`src/rtl/lcd_feed_pkg.sv`:
```
// Shared types and helpers for the multi-line LCD feed sequencer.
// The LCD_FEED_TIMEOUT_EN macro (see lcd_multi_line_feed) needs nothing from this package.
package lcd_feed_pkg;

  typedef enum logic [3:0] {
    PAUSE       = 4'd0,
    CLEAR_RUN   = 4'd1,
    CLEAR_DLY   = 4'd2,
    CLEAR_WAIT  = 4'd3,
    LINE_RUN    = 4'd4,
    LINE_DLY    = 4'd5,
    LINE_WAIT   = 4'd6,
    REFRESH_DLY = 4'd7
  } t_lcd_feed_state;

  localparam int c_lcd_max_lines = 4;

  // The extra bit keeps the timer comfortably clear of its saturation value.
  function automatic int f_timer_width(input int clear_ticks, input int line_ticks,
                                       input int refresh_ticks, input int timeout_ticks);
    int m;
    m = clear_ticks;
    if (line_ticks > m) m = line_ticks;
    if (refresh_ticks > m) m = refresh_ticks;
    if (timeout_ticks > m) m = timeout_ticks;
    return $clog2(m) + 1;
  endfunction

  function automatic int f_refresh_ticks(input int refresh_ticks, input int fast_sim);
    int r;
    r = (fast_sim != 0) ? (refresh_ticks / 100) : refresh_ticks;
    return (r < 1) ? 1 : r;
  endfunction

endpackage

```
`src/rtl/lcd_feed_tick_timer.sv`:
```
// Clock-enable qualified tick counter: clears on request, otherwise counts and saturates.
module lcd_feed_tick_timer #(
  parameter int parm_width = 4
) (
  input  logic                  i_clk_20mhz,
  input  logic                  i_rst_20mhz,
  input  logic                  i_ce_2_5mhz,
  input  logic                  i_clear,
  output logic [parm_width-1:0] o_count
);

  logic [parm_width-1:0] r_count;

  // Counter register; holds its value whenever the enable is low.
  always_ff @(posedge i_clk_20mhz) begin
    if (i_rst_20mhz) begin
      r_count <= '0;
    end else if (i_ce_2_5mhz) begin
      if (i_clear) begin
        r_count <= '0;
      end else if (r_count != {parm_width{1'b1}}) begin
        r_count <= r_count + parm_width'(1);
      end
    end
  end

  assign o_count = r_count;

endmodule

```
`src/rtl/lcd_multi_line_feed.sv`:
```
// Clear / N-line / refresh-pause command sequencer for the PMOD CLS driver.
// Define LCD_FEED_TIMEOUT_EN to enable the acknowledge timeout abort.
module lcd_multi_line_feed
  import lcd_feed_pkg::*;
#(
  parameter int parm_line_count        = 2,
  parameter int parm_clear_dly_ticks   = 2500,
  parameter int parm_line_dly_ticks    = 2500,
  parameter int parm_refresh_ticks     = 495000,
  parameter int parm_ack_timeout_ticks = 25000,
  parameter int parm_fast_simulation   = 0
) (
  input  logic                       i_clk_20mhz,
  input  logic                       i_rst_20mhz,
  input  logic                       i_ce_2_5mhz,
  input  logic                       i_lcd_command_ready,
  input  logic                       i_feed_enable,
  input  logic                       i_refresh_now,
  output logic                       o_lcd_wr_clear_display,
  output logic [parm_line_count-1:0] o_lcd_wr_text_line,
  output logic [1:0]                 o_lcd_line_index,
  output logic                       o_lcd_feed_is_idle,
  output logic                       o_lcd_ack_timeout
);

  localparam int c_refresh_eff = f_refresh_ticks(parm_refresh_ticks, parm_fast_simulation);
  localparam int c_timer_w = f_timer_width(parm_clear_dly_ticks, parm_line_dly_ticks,
                                           parm_refresh_ticks, parm_ack_timeout_ticks);
  localparam logic [c_timer_w-1:0] c_clear_last   = c_timer_w'(parm_clear_dly_ticks - 1);
  localparam logic [c_timer_w-1:0] c_line_last    = c_timer_w'(parm_line_dly_ticks - 1);
  localparam logic [c_timer_w-1:0] c_refresh_last = c_timer_w'(c_refresh_eff - 1);
`ifdef LCD_FEED_TIMEOUT_EN
  localparam logic [c_timer_w-1:0] c_timeout_last = c_timer_w'(parm_ack_timeout_ticks - 1);
`endif
  localparam logic [1:0] c_last_index = 2'(parm_line_count - 1);

  t_lcd_feed_state             r_state;
  t_lcd_feed_state             w_next_state;
  logic [1:0]                  r_index;
  logic [1:0]                  w_next_index;
  logic                        w_timeout;
  logic [c_timer_w-1:0]        w_timer;
  logic                        w_timer_clear;
  logic [parm_line_count-1:0]  w_line_onehot;
  logic                        r_clear;
  logic [parm_line_count-1:0]  r_text_line;
  logic                        r_idle;
  logic                        r_timeout;

  assign w_timer_clear = (w_next_state != r_state);

  lcd_feed_tick_timer #(.parm_width(c_timer_w)) u_timer (
    .i_clk_20mhz (i_clk_20mhz),
    .i_rst_20mhz (i_rst_20mhz),
    .i_ce_2_5mhz (i_ce_2_5mhz),
    .i_clear     (w_timer_clear),
    .o_count     (w_timer)
  );

  // Next-state, next-index and timeout-abort decision.
  always_comb begin
    w_next_state = r_state;
    w_next_index = r_index;
    w_timeout    = 1'b0;
    case (r_state)
      PAUSE: begin
        if (i_lcd_command_ready && i_feed_enable) w_next_state = CLEAR_RUN;
        else w_next_state = PAUSE;
      end
      CLEAR_RUN, LINE_RUN: begin
        // A ready drop on the timeout tick counts as an acknowledge.
        if (!i_lcd_command_ready) begin
          w_next_state = (r_state == CLEAR_RUN) ? CLEAR_DLY : LINE_DLY;
        end
`ifdef LCD_FEED_TIMEOUT_EN
        else if (w_timer == c_timeout_last) begin
          w_next_state = PAUSE;
          w_next_index = 2'd0;
          w_timeout    = 1'b1;
        end
`endif
        else begin
          w_next_state = r_state;
        end
      end
      CLEAR_DLY: begin
        if (w_timer == c_clear_last) w_next_state = CLEAR_WAIT;
        else w_next_state = CLEAR_DLY;
      end
      CLEAR_WAIT: begin
        if (i_lcd_command_ready) begin
          w_next_state = LINE_RUN;
          w_next_index = 2'd0;
        end else begin
          w_next_state = CLEAR_WAIT;
        end
      end
      LINE_DLY: begin
        if (w_timer == c_line_last) w_next_state = LINE_WAIT;
        else w_next_state = LINE_DLY;
      end
      LINE_WAIT: begin
        if (!i_lcd_command_ready) begin
          w_next_state = LINE_WAIT;
        end else if (r_index < c_last_index) begin
          w_next_state = LINE_RUN;
          w_next_index = r_index + 2'd1;
        end else begin
          w_next_state = REFRESH_DLY;
        end
      end
      REFRESH_DLY: begin
        if (i_refresh_now || (w_timer == c_refresh_last)) w_next_state = PAUSE;
        else w_next_state = REFRESH_DLY;
      end
      default: begin
        w_next_state = PAUSE;
        w_next_index = 2'd0;
      end
    endcase
  end

  // One-hot line request decoded from the next state so the output register matches it.
  always_comb begin
    w_line_onehot = '0;
    for (int i = 0; i < parm_line_count; i++) begin
      w_line_onehot[i] = (w_next_state == LINE_RUN) && (w_next_index == 2'(i));
    end
  end

  // State, index and registered Moore outputs; the timeout pulse lasts one clk.
  always_ff @(posedge i_clk_20mhz) begin
    if (i_rst_20mhz) begin
      r_state     <= PAUSE;
      r_index     <= 2'd0;
      r_clear     <= 1'b0;
      r_text_line <= '0;
      r_idle      <= 1'b1;
      r_timeout   <= 1'b0;
    end else begin
      r_timeout <= i_ce_2_5mhz && w_timeout;
      if (i_ce_2_5mhz) begin
        r_state     <= w_next_state;
        r_index     <= w_next_index;
        r_clear     <= (w_next_state == CLEAR_RUN);
        r_text_line <= w_line_onehot;
        r_idle      <= (w_next_state == REFRESH_DLY) || (w_next_state == PAUSE);
      end
    end
  end

  assign o_lcd_wr_clear_display = r_clear;
  assign o_lcd_wr_text_line     = r_text_line;
  assign o_lcd_line_index       = r_index;
  assign o_lcd_feed_is_idle     = r_idle;
  assign o_lcd_ack_timeout      = r_timeout;

endmodule

```
`config.mk`:
```
export PLATFORM = sky130hd
export DESIGN_NAME = lcd_multi_line_feed
export DESIGN_NICKNAME = d
export VERILOG_FILES = /design/src/rtl/lcd_feed_pkg.sv /design/src/rtl/lcd_feed_tick_timer.sv /design/src/rtl/lcd_multi_line_feed.sv
export SDC_FILE = /design/constraint.sdc
export NUM_CORES = 1
export LEC_CHECK = 0
export CORE_ASPECT_RATIO = 1.4
export CORE_UTILIZATION = 40
export CTS_CLUSTER_DIAMETER = 40
export DETAILED_ROUTE_END_ITERATION = 6
export PLACE_DENSITY_LB_ADDON = 0.15
export SYNTH_ARGS = -nofsm -noshare
export SYNTH_HDL_FRONTEND = slang
export SYNTH_SLANG_ARGS = --single-unit
```
`constraint.sdc`:
```
create_clock -name i_clk_20mhz -period 3.4 [get_ports i_clk_20mhz]
set_input_delay 0.68 -clock i_clk_20mhz [delete_from_list [all_inputs] [get_ports i_clk_20mhz]]
set_output_delay 0.68 -clock i_clk_20mhz [all_outputs]
set_load 0.1 [all_outputs]
```
==> impl_metrics.tcl, run 1 <==
set metrics [dict create \
    status "completed" \
    holdWs_ns 0.455 \
    clock-sinks 30 \
    cts_resized 0 \
    swShare 0.273 \
    hpwl_um 3520 \
    wire_per_inst_um 16.0 \
    period_needed_ns 2.99 \
    pin_count 13 \
    p_sw_mw 0.228 \
    power_density_nw_per_um2 382 \
    clock.fmax_mhz 335 \
    critPathCaptureType "flip-flop" \
    cts_made_buffers 5 \
    vias_per_cell 6.13 \
    worstSetupStartpointType "flip-flop" \
    synth_edf_count 0 \
    worstPathArrival_ns 3.18 \
    final_nets 269 \
    final_design_area_no_fill_sq_um 2190 \
    relSlewSlack 0.359 \
    first_pass_iters 4 \
    antenna_cells 0 \
    yosys_warnings 0 \
    post_synth_num_cell_types 52 \
    setup_viol 0 \
    seq_area_frac_synth 0.311 \
    slew_violations 0 \
    portBuffers 11 \
    p_clk_frac 0.402 \
    synth_common_cells "dfxtp_1, nand2_1, nand3_1" \
    power_frac_seq 0.438 \
    overflow 0 \
    netlist.area_leader.share 0.311 \
    place_area_sq_um 2080 \
    cts_tree "done" \
    leakagePower_nw 0.681 \
    power.internal_mw 0.607 \
    cts_root_buffer "clkbuf_8" \
    cts_buffer_depth 2 \
    maxCapViolations 0 \
    synthTopCellsByArea "dfxtp_1, nand3_1, a31oi_1" \
    place_congestion 0.913 \
    grt_pass1_wl_um 9050 \
    avgSynthCellArea_sq_um 7.46 \
    htree_levels 2 \
    hold_viol_final 0 \
    vias 1985 \
    synth_most_common_cell "dfxtp_1" \
    power.total_mw 0.836 \
    stdcell_count 324 \
    ant_nets 0 \
    start_util 0.423 \
    core-area_sq_um 4570 \
    drt_iter0_markers 150 \
    critical_path_class "flip-flop to flip-flop" \
    synth.net_count 267 \
    ys.flop_type "dfxtp_1" \
    drc 0 \
    worstPathMaxFanout 36 \
    synth_seq_cells 30 \
    drive_gt1_frac 0.0878 \
    dp_cells 316 \
    syn_inst 259 \
    netlist_area_sq_um 1930 \
    syn_to_final_growth_pct 13.3 \
    antenna_found_initial 0 \
    clk_pin_slew_worst_paths_ns 0.07 \
    cts-hold-fix-buffers 0 \
    grt_setup_unrepaired "false" \
    worstPathRequired_ns 3.59 \
    vdd.ir_drop.worst_mv 0.204 \
    finClkSkew_ns 0.00558 \
    clkLatencyLatePin_ns 0.28 \
    die_w_um 60.7 \
    grt.total_usage 0.231 \
    grt_max_degree 37 \
    comb_power_share 0.160 \
    period_share 0.879 \
    synth_area_leader_cell "dfxtp_1" \
    worst_pin_slew_ns 0.959 \
    die_y_um 84.2 \
    rows 29 \
    totalNegativeSetupSlack_ns 0 \
    min_path_type "flip-flop to flip-flop" \
    dieArea_sq_um 5120 \
    first_global_vias 1829 \
    async_reset_ff_frac 0 \
    cts_setup_buffers 0 \
    routed_wirelength_um 5170 \
]
[per-layer routing]
layer	vias to the layer above	track usage	part of all wire
met5	-	0	0
met4	0	0.0950	0.017
met3	8	0.0431	0.043
met2	57	0.372	0.53
met1	936	0.295	0.41
li1	984	-	-
[path summary, 6_finish.rpt]
| kind | start | to | slack (ns) | cells after the start |
|---|---|---|---|---|
| setup reg to reg | u_timer.o_count[0] | u_timer.o_count[12] | 0.41 | 10 |
| hold / removal | o_lcd_wr_text_line[0] | o_lcd_wr_text_line[0] | 0.46 | 2 |
| hold reg to reg | o_lcd_wr_text_line[0] | o_lcd_wr_text_line[0] | 0.46 | 2 |
| setup / recovery | u_timer.o_count[0] | u_timer.o_count[12] | 0.41 | 10 |
[power by group through the flow]
stage	clock (mW)	combinational (mW)	sequential (mW)
global route	0.368	0.147	0.367
floorplan	0	0.0908	0.381
finish	0.336	0.134	0.366
detailed placement	0	0.134	0.373
global placement	0	0.134	0.373
CTS	0.344	0.134	0.365
[cells by family after synthesis]
family	Yosys count	synth area share
buffers and inverters	28	0.0622
DFF	30	0.311
AOI/OAI and AO/OA	64	0.220
adders and majority gates	2	0.0130
xor gates and xnor gates	3	0.0136
other	1	0.00194
and+or+nand+nor	131	0.378
[registers in the layout, summed over array words and instances (netlist names)]
| signal | cells |
|---|---|
| o_lcd_wr_text_line | 2 |
| o_lcd_feed_is_idle | 1 |
| r_state | 4 |
| o_lcd_wr_clear_display | 1 |
| u_timer.o_count | 20 |
| o_lcd_line_index | 2 |
[area by class of cell]
class / instances / area, sq um
repair buffers: 18 / 170
inverters: 5 / 18.8
flip-flops and latches: 30 / 601
multi-input cells: 201 / 1210
fillers: 471 / 2380
clock buffers: 8 / 110
well taps: 62 / 77.6
[metrics by stage]
step | utilization | setup WS, ns
2_1_floorplan | - | 0.733
3_3_place_gp | 0.455 | 0.337
3_5_place_dp | 0.455 | 0.308
4_1_cts | 0.479 | 0.435
5_1_grt | 0.479 | 0.162
6_report | 0.479 | 0.412
[placed cells by master, fill, tap and decap left out, types with 2 or more instances in the layout]
cell             count
a21oi_1             14
clkbuf_8             8
nor2_1              20
clkdlybuf4s50_1      9
nor4_1               5
nand4_1              8
o31ai_1              2
nor4_4               2
o211ai_1             3
or4_1                4
or3_1                3
nand3_1             24
inv_1                5
nor2b_1              8
or2_2                2
o21ai_0              2
nand4b_1             6
o21ai_1              4
a211oi_1             6
buf_4                8
and4_1               3
xnor2_1              2
dfxtp_1             30
nand2_1             27
a31oi_1             19
nor3_1              11
ha_1                 2
[worst max-delay path, stage by stage (launching register included)]
cell and delay, ns:
dfxtp_1 0.45, ha_1 0.29, nor4b_1 0.35, nand3_1 0.18, o31a_1 0.36, nor4_4 0.35, xnor2_1 0.16, nor4_4 0.20
buf_12 0.23, o31ai_1 0.09, a221oi_1 0.23
No activity file was read; power rests on OpenSTA's default activity.
==> run 2: changes to the inputs <==
==> constraint.sdc (replaced) <==
create_clock -name i_clk_20mhz -period 3.4 [get_ports i_clk_20mhz]
set_input_delay 0.68 -clock i_clk_20mhz [delete_from_list [all_inputs] [get_ports i_clk_20mhz]]
set_output_delay 0.68 -clock i_clk_20mhz [all_outputs]
set_load 0.02 [all_outputs]
==> impl_metrics.tcl, run 2 (same netlist as run 1, synthesis figures left out) <==
set metrics [dict create \
    status "completed" \
    swShare 0.281 \
    period_needed_ns 2.98 \
    die_w_um 60.7 \
    grt.total_usage 0.225 \
    clkLatencyLatePin_ns 0.28 \
    antenna_found_initial 0 \
    final_common_cell "dfxtp_1" \
    place_congestion 0.867 \
    grt_setup_unrepaired "false" \
    min_path_type "flip-flop to flip-flop" \
    worstPathRequired_ns 3.59 \
    cp_common_cell "nor4_4" \
    critPathSlowestCell "dfxtp_1" \
    first_pass_iters 4 \
    period_share 0.877 \
    cts_made_buffers 5 \
    dieArea_sq_um 5120 \
    rows 29 \
    cts_root_buffer "clkbuf_8" \
    multiInputGateArea_sq_um 1210 \
    leakagePower_nw 0.667 \
    cts_setup_buffers 0 \
    cts_buffer_depth 2 \
    vdd.ir_drop.worst_mv 0.190 \
    drive_gt1_frac 0.0763 \
    p_clk_frac 0.383 \
    vias_per_cell 6.06 \
    cp_cell_sequence "ha_1 > nor4b_1 > nand3_1 > o31a_1 > nor4_4 > xnor2_1 > nor4_4 > buf_12 > o31ai_1 > a221oi_1" \
    drc 0 \
    comb_power_share 0.153 \
    die_y_um 84.2 \
    drt_iter0_markers 120 \
    critPathCaptureType "flip-flop" \
    regArea_sq_um 601 \
    antenna_cells 0 \
    wire_per_inst_um 15.7 \
    relSlewSlack 0.556 \
    worstSetupStartpointType "flip-flop" \
    crit_family "simple AND/OR/NAND/NOR gates" \
    portBuffers 11 \
    vias 1964 \
    p_sw_mw 0.221 \
    setup_viol 0 \
    worstPathArrival_ns 3.17 \
    finClkSkew_ns 0.00376 \
    critPathMaxStageDelay_ns 0.44 \
    start_util 0.423 \
    power_frac_seq 0.464 \
    syn_to_final_growth_pct 12.6 \
    totalNegativeSetupSlack_ns 0 \
    holdWs_ns 0.451 \
    overflow 0 \
    fillers 511 \
    final_nets 269 \
    power.internal_mw 0.566 \
    first_global_vias 1841 \
    pin_count 13 \
    grt_pass1_wl_um 8760 \
    clk_pin_slew_worst_paths_ns 0.07 \
    cts_resized 0 \
    hpwl_um 3560 \
    slew_violations 0 \
    htree_levels 2 \
    worstPathMaxFanout 36 \
    hold_viol_final 0 \
    worst_pin_slew_ns 0.660 \
    clock-sinks 30 \
    power_density_nw_per_um2 362 \
    cts-hold-fix-buffers 0 \
    cts_tree "done" \
    maxCapViolations 0 \
    largest_register_ffs 20 \
    ant_nets 0 \
    routed_wirelength_um 5080 \
    final_cell_mix "dfxtp_1, nand2_1, nand3_1" \
    crit_buf_inv 1 \
    core-area_sq_um 4570 \
    critical_path_class "flip-flop to flip-flop" \
    clock.fmax_mhz 335 \
    grt_max_degree 37 \
]
-- run 2: cell count changes in the layout (fill, tap and decap cells not counted) --
cell             delta
clkbuf_8            -2
clkdlybuf4s50_1     +2
clkbuf_1            +1
clkinv_2            +1
buf_4               -2
-- run 2: path summary, 6_finish.rpt --
path | cells after the start | startpoint | slack [ns] | end
max | 10 | u_timer.o_count[0] | 0.42 | u_timer.o_count[12]
min | 2 | o_lcd_wr_text_line[0] | 0.45 | o_lcd_wr_text_line[0]
max reg2reg | 10 | u_timer.o_count[0] | 0.42 | u_timer.o_count[12]
min reg2reg | 2 | o_lcd_wr_text_line[0] | 0.45 | o_lcd_wr_text_line[0]
-- run 2: layout make-up --
type	instances	area share
Inverter	5	0.00863
Multi-Input combinational cell	201	0.557
Sequential cell	30	0.276
Timing Repair Buffer	18	0.0806
Clock inverter	1	0.00230
Clock buffer	7	0.0397
Tap cell	62	0.0357
-- run 2: power groups by stage --
stage	Sequential [mW]	Clock, mW	Combinational (mW)
6_report	0.365	0.302	0.120
5_1_grt	0.366	0.323	0.131
4_1_cts	0.365	0.305	0.121
3_5_place_dp	0.373	0	0.120
3_3_place_gp	0.373	0	0.118
2_1_floorplan	0.370	0	0.0870
-- run 2: worst register-to-register path, stage by stage (launching register included) --
cell and delay (ns):
dfxtp_1 0.44, ha_1 0.31, nor4b_1 0.32, nand3_1 0.20, o31a_1 0.36, nor4_4 0.34
xnor2_1 0.17, nor4_4 0.20, buf_12 0.23, o31ai_1 0.10, a221oi_1 0.22
-- run 2: per-layer routing --
| layer | global-route usage | vias up | part of all wire |
|---|---|---|---|
| met5 | 0 | - | 0 |
| met4 | 0.122 | 0 | 0.038 |
| met3 | 0.0462 | 18 | 0.028 |
| met2 | 0.382 | 42 | 0.51 |
| met1 | 0.252 | 927 | 0.42 |
| li1 | - | 977 | - |
-- run 2: per-stage QoR --
stage | instance area, sq um | std cells | power, mW | utilization | worst slack, ns
2_1_floorplan | 1930 | 259 | 0.457 | - | 0.733
3_3_place_gp | 2080 | 316 | 0.492 | 0.456 | 0.336
3_5_place_dp | 2080 | 316 | 0.493 | 0.456 | 0.299
4_1_cts | 2170 | 324 | 0.791 | 0.476 | 0.412
5_1_grt | 2170 | 324 | 0.820 | 0.476 | 0.130
6_report | 2170 | 324 | 0.788 | 0.476 | 0.417
==> run 3: changes to the inputs <==
PLACE_DENSITY_LB_ADDON = not set   (was 0.15)
RECOVER_POWER = 100   (was not set)
==> impl_metrics.tcl, run 3 (same netlist as run 1, synthesis figures left out) <==
set metrics [dict create \
    worstPathArrival_ns 3.20 \
    grt_pass1_wl_um 8390 \
    pin_count 13 \
    clock.fmax_mhz 331 \
    clkLatencyLatePin_ns 0.29 \
    cts_made_buffers 5 \
    fillers 487 \
    holdWs_ns 0.451 \
    start_util 0.423 \
    totalNegativeSetupSlack_ns 0 \
    ant_nets 0 \
    cts_setup_buffers 0 \
    place_congestion 0.837 \
    core-area_sq_um 4570 \
    vias_per_cell 6.05 \
    worstPathMaxFanout 36 \
    grt_setup_unrepaired "false" \
    hpwl_um 3360 \
    relSlewSlack 0.0640 \
    power_frac_seq 0.433 \
    grt_max_degree 37 \
    regArea_sq_um 601 \
    status "completed" \
    drive_gt1_frac 0.0687 \
    worstSetupStartpointType "flip-flop" \
    worstPathRequired_ns 3.59 \
    hold_viol_final 0 \
    cp_cell_sequence "ha_1 > nor4b_1 > nand3_1 > o41ai_1 > clkbuf_1 > nor4_4 > xnor2_1 > nor4_4 > buf_12 > o31ai_1 > a221oi_1" \
    first_global_vias 1771 \
    place_area_sq_um 2080 \
    cts_resized 0 \
    critPathMaxStageDelay_ns 0.43 \
    min_path_type "flip-flop to flip-flop" \
    vias 1960 \
    vdd.ir_drop.worst_mv 0.242 \
    swShare 0.269 \
    cp-startpoint "u_timer.o_count[1]" \
    clk_pin_slew_worst_paths_ns 0.07 \
    grt.total_usage 0.215 \
    clock-sinks 30 \
    power_density_nw_per_um2 387 \
    cp_common_cell "nor4_4" \
    final_nets 269 \
    antenna_found_initial 0 \
    rows 29 \
    p_clk_frac 0.427 \
    cts_tree "done" \
    cts_buffer_depth 2 \
    cts_root_buffer "clkbuf_8" \
    dieArea_sq_um 5120 \
    setup_viol 0 \
    period_needed_ns 3.02 \
    p_sw_mw 0.227 \
    r2r-start "u_timer.o_count[1]" \
    hp-start "o_lcd_wr_text_line[0]" \
    comb_power_share 0.140 \
    leakagePower_nw 0.684 \
    slew_violations 0 \
    critPathSlowestCell "dfxtp_1" \
    portBuffers 11 \
    routed_wirelength_um 4950 \
    worst_pin_slew_ns 1.40 \
    final_common_cell "dfxtp_1" \
    syn_to_final_growth_pct 12.8 \
    final_util 0.476 \
    first_pass_iters 4 \
    overflow 0 \
    period_share 0.888 \
    final_cell_mix "dfxtp_1, nand2_1, nand3_1" \
    power.internal_mw 0.617 \
    die_y_um 84.2 \
    maxCapViolations 0 \
    wire_per_inst_um 15.3 \
    cts-hold-fix-buffers 0 \
    antenna_cells 0 \
    multiInputGateArea_sq_um 1200 \
    largest_register_ffs 20 \
    finClkSkew_ns 0.00712 \
    htree_levels 2 \
    drc 0 \
    drt_iter0_markers 167 \
    final_design_area_no_fill_sq_um 2180 \
    die_w_um 60.7 \
    critPathCaptureType "flip-flop" \
    critical_path_class "flip-flop to flip-flop" \
]
==> run 3: worst paths after layout <==
kind / endpoint / slack [ns] / cells after the start
setup reg to reg: u_timer.o_count[12] / 0.38 / 11
hold / removal: o_lcd_wr_text_line[0] / 0.45 / 2
setup / recovery: u_timer.o_count[12] / 0.38 / 11
hold reg to reg: o_lcd_wr_text_line[0] / 0.45 / 2
==> run 3: area by class of cell <==
class,instances,area share
Sequential cell,30,0.276
Clock buffer,5,0.0316
Multi-Input combinational cell,201,0.553
Inverter,5,0.00862
Timing Repair Buffer,18,0.0770
Clock inverter,3,0.0184
Tap cell,62,0.0356
==> run 3: power groups by stage <==
stage / logic, mW / clock network, mW / registers (mW)
floorplan: 0.0870 / 0 / 0.370
global placement: 0.118 / 0 / 0.373
detailed placement: 0.120 / 0 / 0.373
CTS: 0.120 / 0.367 / 0.365
global route: 0.130 / 0.387 / 0.366
finish: 0.118 / 0.360 / 0.365
==> run 3: stage by stage <==
stage                     cells  power (mW)  setup WS [ns]
after CTS                   324       0.852          0.382
after global routing        324       0.882          0.133
final                       324       0.843          0.382
after global placement      316       0.491          0.303
after detailed placement    316       0.493          0.234
after floorplan             259       0.457          0.733
==> run 3: routing by layer <==
metal	wire length, um	share of wire	vias to the layer above	global-route usage
li1	-	-	984	-
met1	2120	0.43	908	0.260
met2	2490	0.50	55	0.351
met3	212	0.043	13	0.0447
met4	129	0.026	0	0.110
met5	0	0	-	0
==> run 3: critical path, delay by kind of cell (launching register included) <==
kind | cells | cell delay, ns
adder cells (fa/ha/maj) | 1 | 0.29
buffers and inverters | 2 | 0.43
flip-flops | 1 | 0.43
AO/OA/AOI/OAI | 3 | 0.75
XOR/XNOR | 1 | 0.20
AND/OR/NAND/NOR | 4 | 0.82
